===== config.mk =====
export PLATFORM = sky130hd
export DESIGN_NAME = cheat_loader
export DESIGN_NICKNAME = d
export VERILOG_FILES = /design/src/rtl/cheat_pkg.sv /design/src/rtl/cheat_byte_assembler.sv /design/src/rtl/cheat_loader.sv
export SDC_FILE = /design/constraint.sdc
export NUM_CORES = 1
export LEC_CHECK = 0
export BUFFER_PORTS_ARGS = -buffer_cell sky130_fd_sc_hd__buf_2
export CORE_ASPECT_RATIO = 2
export CORE_MARGIN = 4
export CORE_UTILIZATION = 55
export CTS_CLUSTER_DIAMETER = 100
export DETAILED_ROUTE_END_ITERATION = 10
export MAX_ROUTING_LAYER = met4
export PLACE_DENSITY_LB_ADDON = 0.2
export SYNTH_ARGS = -nofsm -noshare
export SYNTH_HDL_FRONTEND = slang
export SYNTH_SLANG_ARGS = --single-unit

===== constraint.sdc =====
create_clock -name clk -period 5.4 [get_ports clk]
set_input_delay 0.81 -clock clk [delete_from_list [all_inputs] [get_ports clk]]
set_output_delay 0.81 -clock clk [all_outputs]
set_load 0.02 [all_outputs]

===== src/rtl/cheat_pkg.sv =====
// Shared definitions for the cheat-code loader: code word layout, record size and FSM states.
package cheat_pkg;

    localparam int CODE_W    = 129;
    localparam int CLK_BIT   = 128;
    localparam int FLAGS_LSB = 96;
    localparam int ADDR_LSB  = 64;
    localparam int COMP_LSB  = 32;
    localparam int DATA_LSB  = 0;
    localparam int REC_BYTES = 16;

    typedef enum logic [2:0] {
        IDLE      = 3'd0,
        CLEAR     = 3'd1,
        COLLECT   = 3'd2,
        STROBE_HI = 3'd3,
        STROBE_LO = 3'd4
    } state_t;

    // Bit position of record byte idx: word idx/4 selects the field, byte idx%4 is little-endian within it.
    function automatic logic [6:0] byte_lsb(input logic [3:0] idx);
        logic [6:0] k_off;
        k_off = {2'b00, idx[1:0], 3'b000};
        case (idx[3:2])
            2'd0:    byte_lsb = 7'(FLAGS_LSB) + k_off;
            2'd1:    byte_lsb = 7'(ADDR_LSB) + k_off;
            2'd2:    byte_lsb = 7'(COMP_LSB) + k_off;
            default: byte_lsb = 7'(DATA_LSB) + k_off;
        endcase
    endfunction

endpackage


===== src/rtl/cheat_byte_assembler.sv =====
// Collects 16 file bytes into a 128-bit shadow record with little-endian word placement.
// o_rec_next is the shadow with the current byte merged, so the final byte is visible in the copy edge.
module cheat_byte_assembler
    import cheat_pkg::*;
(
    input  logic         clk,
    input  logic         resetn,
    input  logic         i_clr,
    input  logic         i_wr,
    input  logic [7:0]   i_data,
    output logic [127:0] o_rec_next,
    output logic         o_rec_done,
    output logic         o_rec_zero
);

    logic [3:0]   r_index;
    logic [127:0] r_shadow;
    logic [127:0] w_rec_next;
    logic [6:0]   w_lsb;

    // Merge the incoming byte into a copy of the shadow at its little-endian position.
    always_comb begin
        w_rec_next = r_shadow;
        w_lsb      = byte_lsb(r_index);
        w_rec_next[w_lsb +: 8] = i_data;
    end

    assign o_rec_next = w_rec_next;
    assign o_rec_done = i_wr && (r_index == 4'(REC_BYTES - 1));
    assign o_rec_zero = (w_rec_next == 128'd0);

    // Byte index and shadow storage; a clear discards any partial record.
    always_ff @(posedge clk) begin
        if (!resetn) begin
            r_index  <= 4'd0;
            r_shadow <= 128'd0;
        end else if (i_clr) begin
            r_index  <= 4'd0;
        end else if (i_wr) begin
            r_shadow <= w_rec_next;
            r_index  <= r_index + 4'd1;
        end
    end

endmodule


===== src/rtl/cheat_loader.sv =====
// Cheat file loader: assembles 16-byte records into the 129-bit matcher code word and strobes its clock bit.
// Optional macro CHEAT_ZERO_SKIP_EN: all-zero records are treated as padding and never presented.
module cheat_loader
    import cheat_pkg::*;
#(
    parameter int MAX_CODES   = 32,
    parameter int HOLD_CYCLES = 4,
    parameter int CLR_CYCLES  = 2
) (
    input  logic                           clk,
    input  logic                           resetn,
    input  logic                           dl_start,
    input  logic                           in_valid,
    output logic                           in_ready,
    input  logic [7:0]                     in_data,
    input  logic                           in_last,
    output logic [CODE_W-1:0]              code_out,
    output logic                           codes_reset,
    output logic                           busy,
    output logic [$clog2(MAX_CODES+1)-1:0] code_count,
    output logic                           overflow,
    output logic                           err_partial
);

    localparam int COUNT_W = $clog2(MAX_CODES + 1);
    localparam int TMR_MAX = (HOLD_CYCLES > CLR_CYCLES) ? HOLD_CYCLES : CLR_CYCLES;
    localparam int TMR_W   = $clog2(TMR_MAX + 1);

`ifdef CHEAT_ZERO_SKIP_EN
    localparam logic SKIP_ZERO = 1'b1;
`else
    localparam logic SKIP_ZERO = 1'b0;
`endif

    state_t               r_state;
    logic [TMR_W-1:0]     r_timer;
    logic [CLK_BIT-1:0]   r_code;
    logic                 r_clk_bit;
    logic                 r_codes_reset;
    logic                 r_in_ready;
    logic                 r_busy;
    logic [COUNT_W-1:0]   r_count;
    logic                 r_overflow;
    logic                 r_err_partial;
    logic                 r_last;

    logic                 w_xfer;
    logic                 w_asm_clr;
    logic [127:0]         w_rec_next;
    logic                 w_rec_done;
    logic                 w_rec_zero;

    assign w_xfer    = in_valid && r_in_ready;
    assign w_asm_clr = dl_start || (w_xfer && in_last);

    cheat_byte_assembler u_asm (
        .clk        (clk),
        .resetn     (resetn),
        .i_clr      (w_asm_clr),
        .i_wr       (w_xfer),
        .i_data     (in_data),
        .o_rec_next (w_rec_next),
        .o_rec_done (w_rec_done),
        .o_rec_zero (w_rec_zero)
    );

    // Loader FSM; every output is a register so the matcher never sees combinational glitches.
    always_ff @(posedge clk) begin
        if (!resetn) begin
            r_state       <= IDLE;
            r_timer       <= '0;
            r_code        <= '0;
            r_clk_bit     <= 1'b0;
            r_codes_reset <= 1'b0;
            r_in_ready    <= 1'b0;
            r_busy        <= 1'b0;
            r_count       <= '0;
            r_overflow    <= 1'b0;
            r_err_partial <= 1'b0;
            r_last        <= 1'b0;
        end else if (dl_start) begin
            // A new download always wins, even mid-record or mid-strobe.
            r_state       <= CLEAR;
            r_timer       <= '0;
            r_clk_bit     <= 1'b0;
            r_codes_reset <= 1'b1;
            r_in_ready    <= 1'b0;
            r_busy        <= 1'b1;
            r_count       <= '0;
            r_overflow    <= 1'b0;
            r_err_partial <= 1'b0;
            r_last        <= 1'b0;
        end else begin
            case (r_state)
                IDLE: begin
                    r_in_ready <= 1'b0;
                    r_busy     <= 1'b0;
                end
                CLEAR: begin
                    if (r_timer == TMR_W'(CLR_CYCLES - 1)) begin
                        r_state       <= COLLECT;
                        r_codes_reset <= 1'b0;
                        r_in_ready    <= 1'b1;
                    end else begin
                        r_timer <= r_timer + TMR_W'(1);
                    end
                end
                COLLECT: begin
                    if (w_xfer && w_rec_done) begin
                        r_code <= w_rec_next;
                        if (SKIP_ZERO && w_rec_zero) begin
                            if (in_last) begin
                                r_state    <= IDLE;
                                r_in_ready <= 1'b0;
                                r_busy     <= 1'b0;
                            end
                        end else if (r_count < COUNT_W'(MAX_CODES)) begin
                            r_state    <= STROBE_HI;
                            r_timer    <= '0;
                            r_clk_bit  <= 1'b1;
                            r_in_ready <= 1'b0;
                            r_count    <= r_count + COUNT_W'(1);
                            r_last     <= in_last;
                        end else begin
                            r_overflow <= 1'b1;
                            if (in_last) begin
                                r_state    <= IDLE;
                                r_in_ready <= 1'b0;
                                r_busy     <= 1'b0;
                            end
                        end
                    end else if (w_xfer && in_last) begin
                        r_err_partial <= 1'b1;
                        r_state       <= IDLE;
                        r_in_ready    <= 1'b0;
                        r_busy        <= 1'b0;
                    end
                end
                STROBE_HI: begin
                    if (r_timer == TMR_W'(HOLD_CYCLES - 1)) begin
                        r_state   <= STROBE_LO;
                        r_timer   <= '0;
                        r_clk_bit <= 1'b0;
                    end else begin
                        r_timer <= r_timer + TMR_W'(1);
                    end
                end
                STROBE_LO: begin
                    if (r_timer == TMR_W'(HOLD_CYCLES - 1)) begin
                        if (r_last) begin
                            r_state <= IDLE;
                            r_busy  <= 1'b0;
                        end else begin
                            r_state    <= COLLECT;
                            r_in_ready <= 1'b1;
                        end
                    end else begin
                        r_timer <= r_timer + TMR_W'(1);
                    end
                end
                default: begin
                    r_state       <= IDLE;
                    r_clk_bit     <= 1'b0;
                    r_codes_reset <= 1'b0;
                    r_in_ready    <= 1'b0;
                    r_busy        <= 1'b0;
                end
            endcase
        end
    end

    assign code_out    = {r_clk_bit, r_code};
    assign codes_reset = r_codes_reset;
    assign in_ready    = r_in_ready;
    assign busy        = r_busy;
    assign code_count  = r_count;
    assign overflow    = r_overflow;
    assign err_partial = r_err_partial;

endmodule


==> results of run 1 <==
## cell usage in the layout, fill, tap and decap left out, types with 3 or more instances in the layout
cell       instances
o31ai_1           18
a31oi_1           35
and3b_1            3
inv_1             10
clkbuf_16         24
a21o_1             4
nand2_1          161
and3_1            13
a211oi_1           8
bufinv_16          3
nor2b_1            4
or3_1              3
a22o_1            41
nand3_1           81
a21oi_1          100
ha_1               9
buf_2            151
dfxtp_1          279
nor2_1            98
and2_1             9
nand4_1           11
clkbuf_1           6
nor3_1             9
o21ai_0           94
nor2_4             3
mux2i_1          116
nand2b_1           6
o21a_1            10
buf_4             15
clkinv_2           5
or2_2              8
clkbuf_8           3
## logic make-up (layout without fill, tap and decap cells)
family,Yosys count,count (layout),synth area share (%)
and+or+nand+nor,430,430,17.9
AOI/OAI and AO/OA,328,328,17.5
DFF,279,279,48.8
buffers and inverters,120,221,4.38
muxes,116,116,10.1
adders and majority gates,9,9,0.984
xor gates and xnor gates,3,3,0.230
## worst max-delay path: cells and delay by family, from the launching register on
| kind | cells | cell delay (ns) |
|---|---|---|
| adder cells (fa/ha/maj) | 1 | 0.49 |
| AO/OA/AOI/OAI | 1 | 0.65 |
| buffers and inverters | 1 | 0.24 |
| multiplexers | 1 | 0.29 |
| flip-flops | 1 | 0.61 |
| AND/OR/NAND/NOR | 3 | 1.38 |
## routing by layer
layer,GRT usage [%],share of wire [%]
met1,29.3,38
met2,46.4,53
met3,2.95,5.0
met4,11.1,4.1
met5,-,0
## final timing paths
path / from / end / slack [ns] / cells past startpoint
min reg2reg: r_code[114]$_SDFFE_PN0P_ / r_code[114]$_SDFFE_PN0P_ / 0.45 / 2
max reg2reg: u_asm.r_index[0]$_SDFFE_PP0N_ / u_asm.r_shadow[101]$_SDFFE_PN0P_ / 1.59 / 7
max: u_asm.r_index[0]$_SDFFE_PP0N_ / u_asm.r_shadow[101]$_SDFFE_PN0P_ / 1.59 / 7
min: r_code[114]$_SDFFE_PN0P_ / r_code[114]$_SDFFE_PN0P_ / 0.45 / 2
## final cells by class
| type | count | area [um2] | area share (%) |
|---|---|---|---|
| clock buffers | 33 | 664 | 5.10 |
| clock inverters | 10 | 140 | 1.08 |
| inverters | 12 | 45.0 | 0.346 |
| multi-input cells | 886 | 5380 | 41.3 |
| flip-flops and latches | 279 | 5590 | 42.9 |
| well taps | 266 | 333 | 2.56 |
| repair buffers | 166 | 868 | 6.67 |
## flip-flops by register name (all words and copies together) (netlist names)
name and cells:
err_partial 1, r_last 1, overflow 1, u_asm.r_index 4
r_clk_bit 1, busy 1, in_ready 1, codes_reset 1
u_asm.r_shadow 128, code_count 6, r_timer 3, r_code 128
r_state 3
## cell usage after synthesis, drive strengths merged, types with 10 or more instances
library cell	count
a211oi	10
a21oi	101
a22o	41
a31oi	35
and3	13
buf	39
clkbuf	69
dfxtp	279
inv	11
mux2i	116
nand2	163
nand3	83
nand4	11
nor2	104
nor3	11
o21a	10
o21ai	96
o31ai	18
## per-stage QoR
stage | util (%) | hold slack, ns | setup WS (ns)
3_3_place_gp | 59.7 | 0.436 | 1.84
3_5_place_dp | 59.7 | 0.442 | 1.70
4_1_cts | 63.6 | 0.450 | 1.64
6_report | 63.6 | 0.447 | 1.59
5_1_grt | 63.6 | 0.466 | 1.27
2_1_floorplan | - | 0.436 | 2.98
## power groups by stage
stage,clock [mW],sequential [mW],combinational [mW]
2_1_floorplan,0,2.11,0.0642
3_3_place_gp,0,2.11,0.0960
3_5_place_dp,0,2.11,0.0972
4_1_cts,1.79,2.06,0.0976
5_1_grt,1.87,2.06,0.105
6_report,1.77,2.06,0.0981
==> metrics.yaml, run 1 <==
worst_pin_slew_ns: 1.21
antenna_found_initial: 0
cp_cell_sequence: "inv_1 > ha_1 > nor2_1 > o211ai_1 > nand2b_1 > mux2i_1 > nor2_1"
grt_remaining_overflow: 0
max_freq_mhz: 262
p_leak_nw: 5.51
cts_resized: 0
cts_hold_buf: 0
start_util_pct: 55.9
wire_per_inst_um: 18.2
io_pins: 153
final_nets: 1391
ys_seq_elements: 279
maxSlewHeadroom_pct: 19.0
p_sw_share_pct: 21.4
power.density_nw_per_um2: 302
p_int_mw: 3.09
pwr-share-seq_pct: 52.5
htree_levels: 1
grt_pass1_vias: 9150
die_w_um: 110
routed_wl_um: 30100
comb_power_share_pct: 2.5
synth_edf_count: 0
worstSetupStartpointType: "register"
die_h_um: 212
ys_seq_area_share_pct: 48.8
p_clk_share_pct: 45.0
design_area_um2: 13000
cpMaxStageDelayCell: "nor2_1"
cts_setup_buffers: 0
clock-sinks: 279
rsz0062_at_grt: "false"
synth.top_cells.by_area: "dfxtp_1, mux2i_1, nand2_1"
power_mw: 3.93
antenna_left: 0
yosysTopAreaCell: "dfxtp_1"
area_growth_pct: 13.7
cpPeakStageDelay_ns: 0.77
diodes: 0
cp_common_cell: "nor2_1"
maxCapViolations: 0
grt_max_degree: 87
nFillCells: 1807
arrival_ns: 4.20
portBuffers: 152
min_path_type: "register to register"
avgViaCountPerCell: 5.81
setup_tns_ns: 0
drive_gt1_share_pct: 17.0
synth_cell_type_count: 65
grt_pass1_wl_um: 47600
slew_violations: 0
synth_top_area_share_pct: 48.8
crit_type: "register to register"
clkTransAtPathRegs_ns: 0.07
via_count: 9595
cts_tree: "done"
placed_area_um2: 12200
globalplace.congestion: 0.891
firstDrtPassIters: 5
ir_drop_v: 0.000236
finClkSkew_ns: 0.0199
hold_viol: 0
avgSynthCellArea_um2: 8.91
period_needed_ns: 3.81
drc: 0
clk_latency_ns: 0.53
grtUsageTotal_pct: 26.2
cts_made_buffers: 24
place_hpwl_um: 20500
status: "complete, no violations"
switching_power_uw: 842
period_share_pct: 70.6
instances_no_fill: 1652
placedCellCount: 1609
syn_nets: 1307
worstPathRequired_ns: 5.79
cts-root-buf: "clkbuf_16"
yosysWarningCount: 0
setup_viol: 0
syn_inst: 1285
coreArea_um2: 20500
rows: 74
synth_area_um2: 11400
endpoint_kind: "register"
clockBufferDepth: 3
ys.flop_type: "dfxtp_1"
die-area_um2: 23300
worst-path-max-fanout: 17
async_flop_share_pct: 0
drt_iter0_markers: 566
Note: power is estimated with default switching activity, not from simulation.
==> inputs of run 2 (changes only) <==
Clock period 5.4 ns to 3.85 ns, I/O delays scaled along.
==> run 2 against run 1 <==
Register-to-register slack got worse by 1.0 ns. Count of clock-buffer cells in the layout fell by 5. First-iteration DRC count rose by 16%. Combinational power rose by 43%. Hold slack got worse by 0.059 ns. Non-clock buffer count rose by 11. Flip-flop and latch count did not move. Via count rose by 0.93%. Sequential power rose by 40%. Maximum frequency rose by 16%. Core utilization rose by 0.20 points. Cell count rose by 0.61%. Largest cell class unchanged.
==> metrics.yaml, run 2 (synthesis gave the netlist of run 1 again) <==
rr_startpoint: "u_asm.r_index[0]$_SDFFE_PP0N_"  # unchanged
cts-root-buf: "clkbuf_16"  # unchanged
status: "complete, no violations"  # unchanged
clockBufferDepth: 3  # unchanged
rsz0062_at_grt: "false"  # unchanged
clk_latency_ns: 0.53  # about the same
antenna_found_initial: 0  # unchanged
area_growth_pct: 14.1  # was 13.7%
cts_hold_buf: 0  # unchanged
r2r-end: "r_code[89]$_SDFFE_PN0P_"  # was u_asm.r_shadow[101]$_SDFFE_PN0P_
htree_levels: 1  # unchanged
diodes: 0  # unchanged
drc: 0  # unchanged
globalplace.congestion: 0.924  # was 0.891
layout_commonest_cell: "dfxtp_1"  # unchanged
grt_pass1_wl_um: 48300  # was 47600 um
nFillCells: 1790  # was 1807
cts_made_buffers: 23  # was 24
coreArea_um2: 20500  # unchanged
routed_wl_um: 30600  # was 30100 um
cts_resized: 0  # unchanged
avgViaCountPerCell: 5.83  # was 5.81
grt_remaining_overflow: 0  # unchanged
io_pins: 153  # unchanged
drt_iter0_markers: 657  # was 566
start_util_pct: 55.9  # unchanged
clkTransAtPathRegs_ns: 0.07  # about the same
clock-sinks: 279  # unchanged
final_nets: 1401  # was 1391
grt_max_degree: 103  # was 87
setup_viol: 0  # unchanged
portBuffers: 152  # unchanged
hold_viol: 0  # unchanged
drive_gt1_share_pct: 17.8  # was 17.0%
worst_hold_slack_ns: 0.388  # was 0.447 ns
via_count: 9684  # was 9595
worstSetupStartpointType: "register"  # unchanged
worst-path-max-fanout: 17  # unchanged
slew_violations: 0  # unchanged
cts_tree: "done"  # unchanged
min_path_type: "input port to register"  # was register to register
die_h_um: 212  # unchanged
grtUsageTotal_pct: 26.8  # was 26.2%
setup_tns_ns: 0  # unchanged
ff2ff_path_depth: 7  # unchanged
crit_type: "register to register"  # unchanged
wire_per_inst_um: 18.4  # was 18.2 um
firstDrtPassIters: 5  # unchanged
period_share_pct: 85.1  # was 70.6%
antenna_left: 0  # unchanged
arrival_ns: 3.66  # was 4.20 ns
finClkSkew_ns: 0.0137  # was 0.0199 ns
period_needed_ns: 3.28  # was 3.81 ns
grt_pass1_vias: 9169  # was 9150
worstPathRequired_ns: 4.24  # was 5.79 ns
maxSlewHeadroom_pct: 32.9  # was 19.0%
die_w_um: 110  # unchanged
place_hpwl_um: 21200  # was 20500 um
p_leak_nw: 5.53  # was 5.51 nW
endpoint_kind: "register"  # unchanged
rows: 74  # unchanged
worst_pin_slew_ns: 1.00  # was 1.21 ns
max_freq_mhz: 305  # was 262 MHz
cts_setup_buffers: 0  # unchanged
endpoint: "r_code[89]$_SDFFE_PN0P_"  # was u_asm.r_shadow[101]$_SDFFE_PN0P_
final_cell_mix: "dfxtp_1, nand2_1, buf_2"  # unchanged
maxCapViolations: 0  # unchanged
power.density_nw_per_um2: 414  # was 302 nW/um2
ir_drop_v: 0.000452  # was 0.000236 V
reg2reg_slack_ns: 0.57  # was 1.59 ns
die-area_um2: 23300  # unchanged
setup.worst_path.start: "u_asm.r_index[0]$_SDFFE_PP0N_"  # unchanged
-- run 2: how the worst min path moves through the flow --
stage,from,endpoint,slack [ns],cells past startpoint
final,resetn,u_asm.r_shadow[39]$_SDFFE_PN0P_,0.39,3
after detailed placement,r_code[114]$_SDFFE_PN0P_,r_code[114]$_SDFFE_PN0P_,0.44,2
after floorplan,u_asm.r_shadow[104]$_SDFFE_PN0P_,u_asm.r_shadow[104]$_SDFFE_PN0P_,0.44,2
after CTS,resetn,u_asm.r_shadow[39]$_SDFFE_PN0P_,0.38,3
after global routing,resetn,u_asm.r_shadow[39]$_SDFFE_PN0P_,0.39,3
after global placement,r_code[48]$_SDFFE_PN0P_,r_code[48]$_SDFFE_PN0P_,0.44,2
-- run 2: report_power, final --
part / internal, mW / leakage, nW / total (mW) / switching (mW)
logic: 0.0278 / 2.92 / 0.140 / 0.112
clock network: 1.30 / 0.361 / 2.38 / 1.08
registers: 2.89 / 2.25 / 2.89 / 0.00534
-- run 2: layer usage --
metal / share of wire, % / wire [um] / global-route usage [%]
met1: 38 / 11500 / 29.3
met2: 54 / 16500 / 47.8
met3: 4.1 / 1260 / 2.89
met4: 4.4 / 1340 / 12.2
met5: 0 / 0 / -
-- run 2: critical path, cell delays in order, from the launching register on --
cell     delay (ns)
dfxtp_1        0.61
inv_1          0.25
ha_1           0.37
nor2b_1        0.54
a31oi_1        0.26
or2_2          0.47
nor2_1         0.50
o31ai_1        0.14
-- run 2: final cells by class --
cell class                      instances  area, um2  share of cell area (%)
Sequential cell                       279       5590                    42.8
Clock inverter                         14        139                    1.06
Timing Repair Buffer                  177        951                    7.28
Tap cell                              266        333                    2.55
Clock buffer                           28        624                    4.78
Inverter                               12       45.0                   0.345
Multi-Input combinational cell        886       5380                    41.2
-- run 2: through the flow --
stage | util (%) | total power, mW | cells | area [um2] | setup slack, ns
6_report | 63.8 | 5.41 | 1662 | 13100 | 0.573
5_1_grt | 63.8 | 5.57 | 1662 | 13100 | 0.300
4_1_cts | 63.8 | 5.44 | 1662 | 13100 | 0.622
3_5_place_dp | 60.1 | 3.10 | 1620 | 12300 | 0.651
3_3_place_gp | 60.1 | 3.10 | 1620 | 12300 | 0.804
2_1_floorplan | - | 3.05 | 1285 | 11400 | 1.43
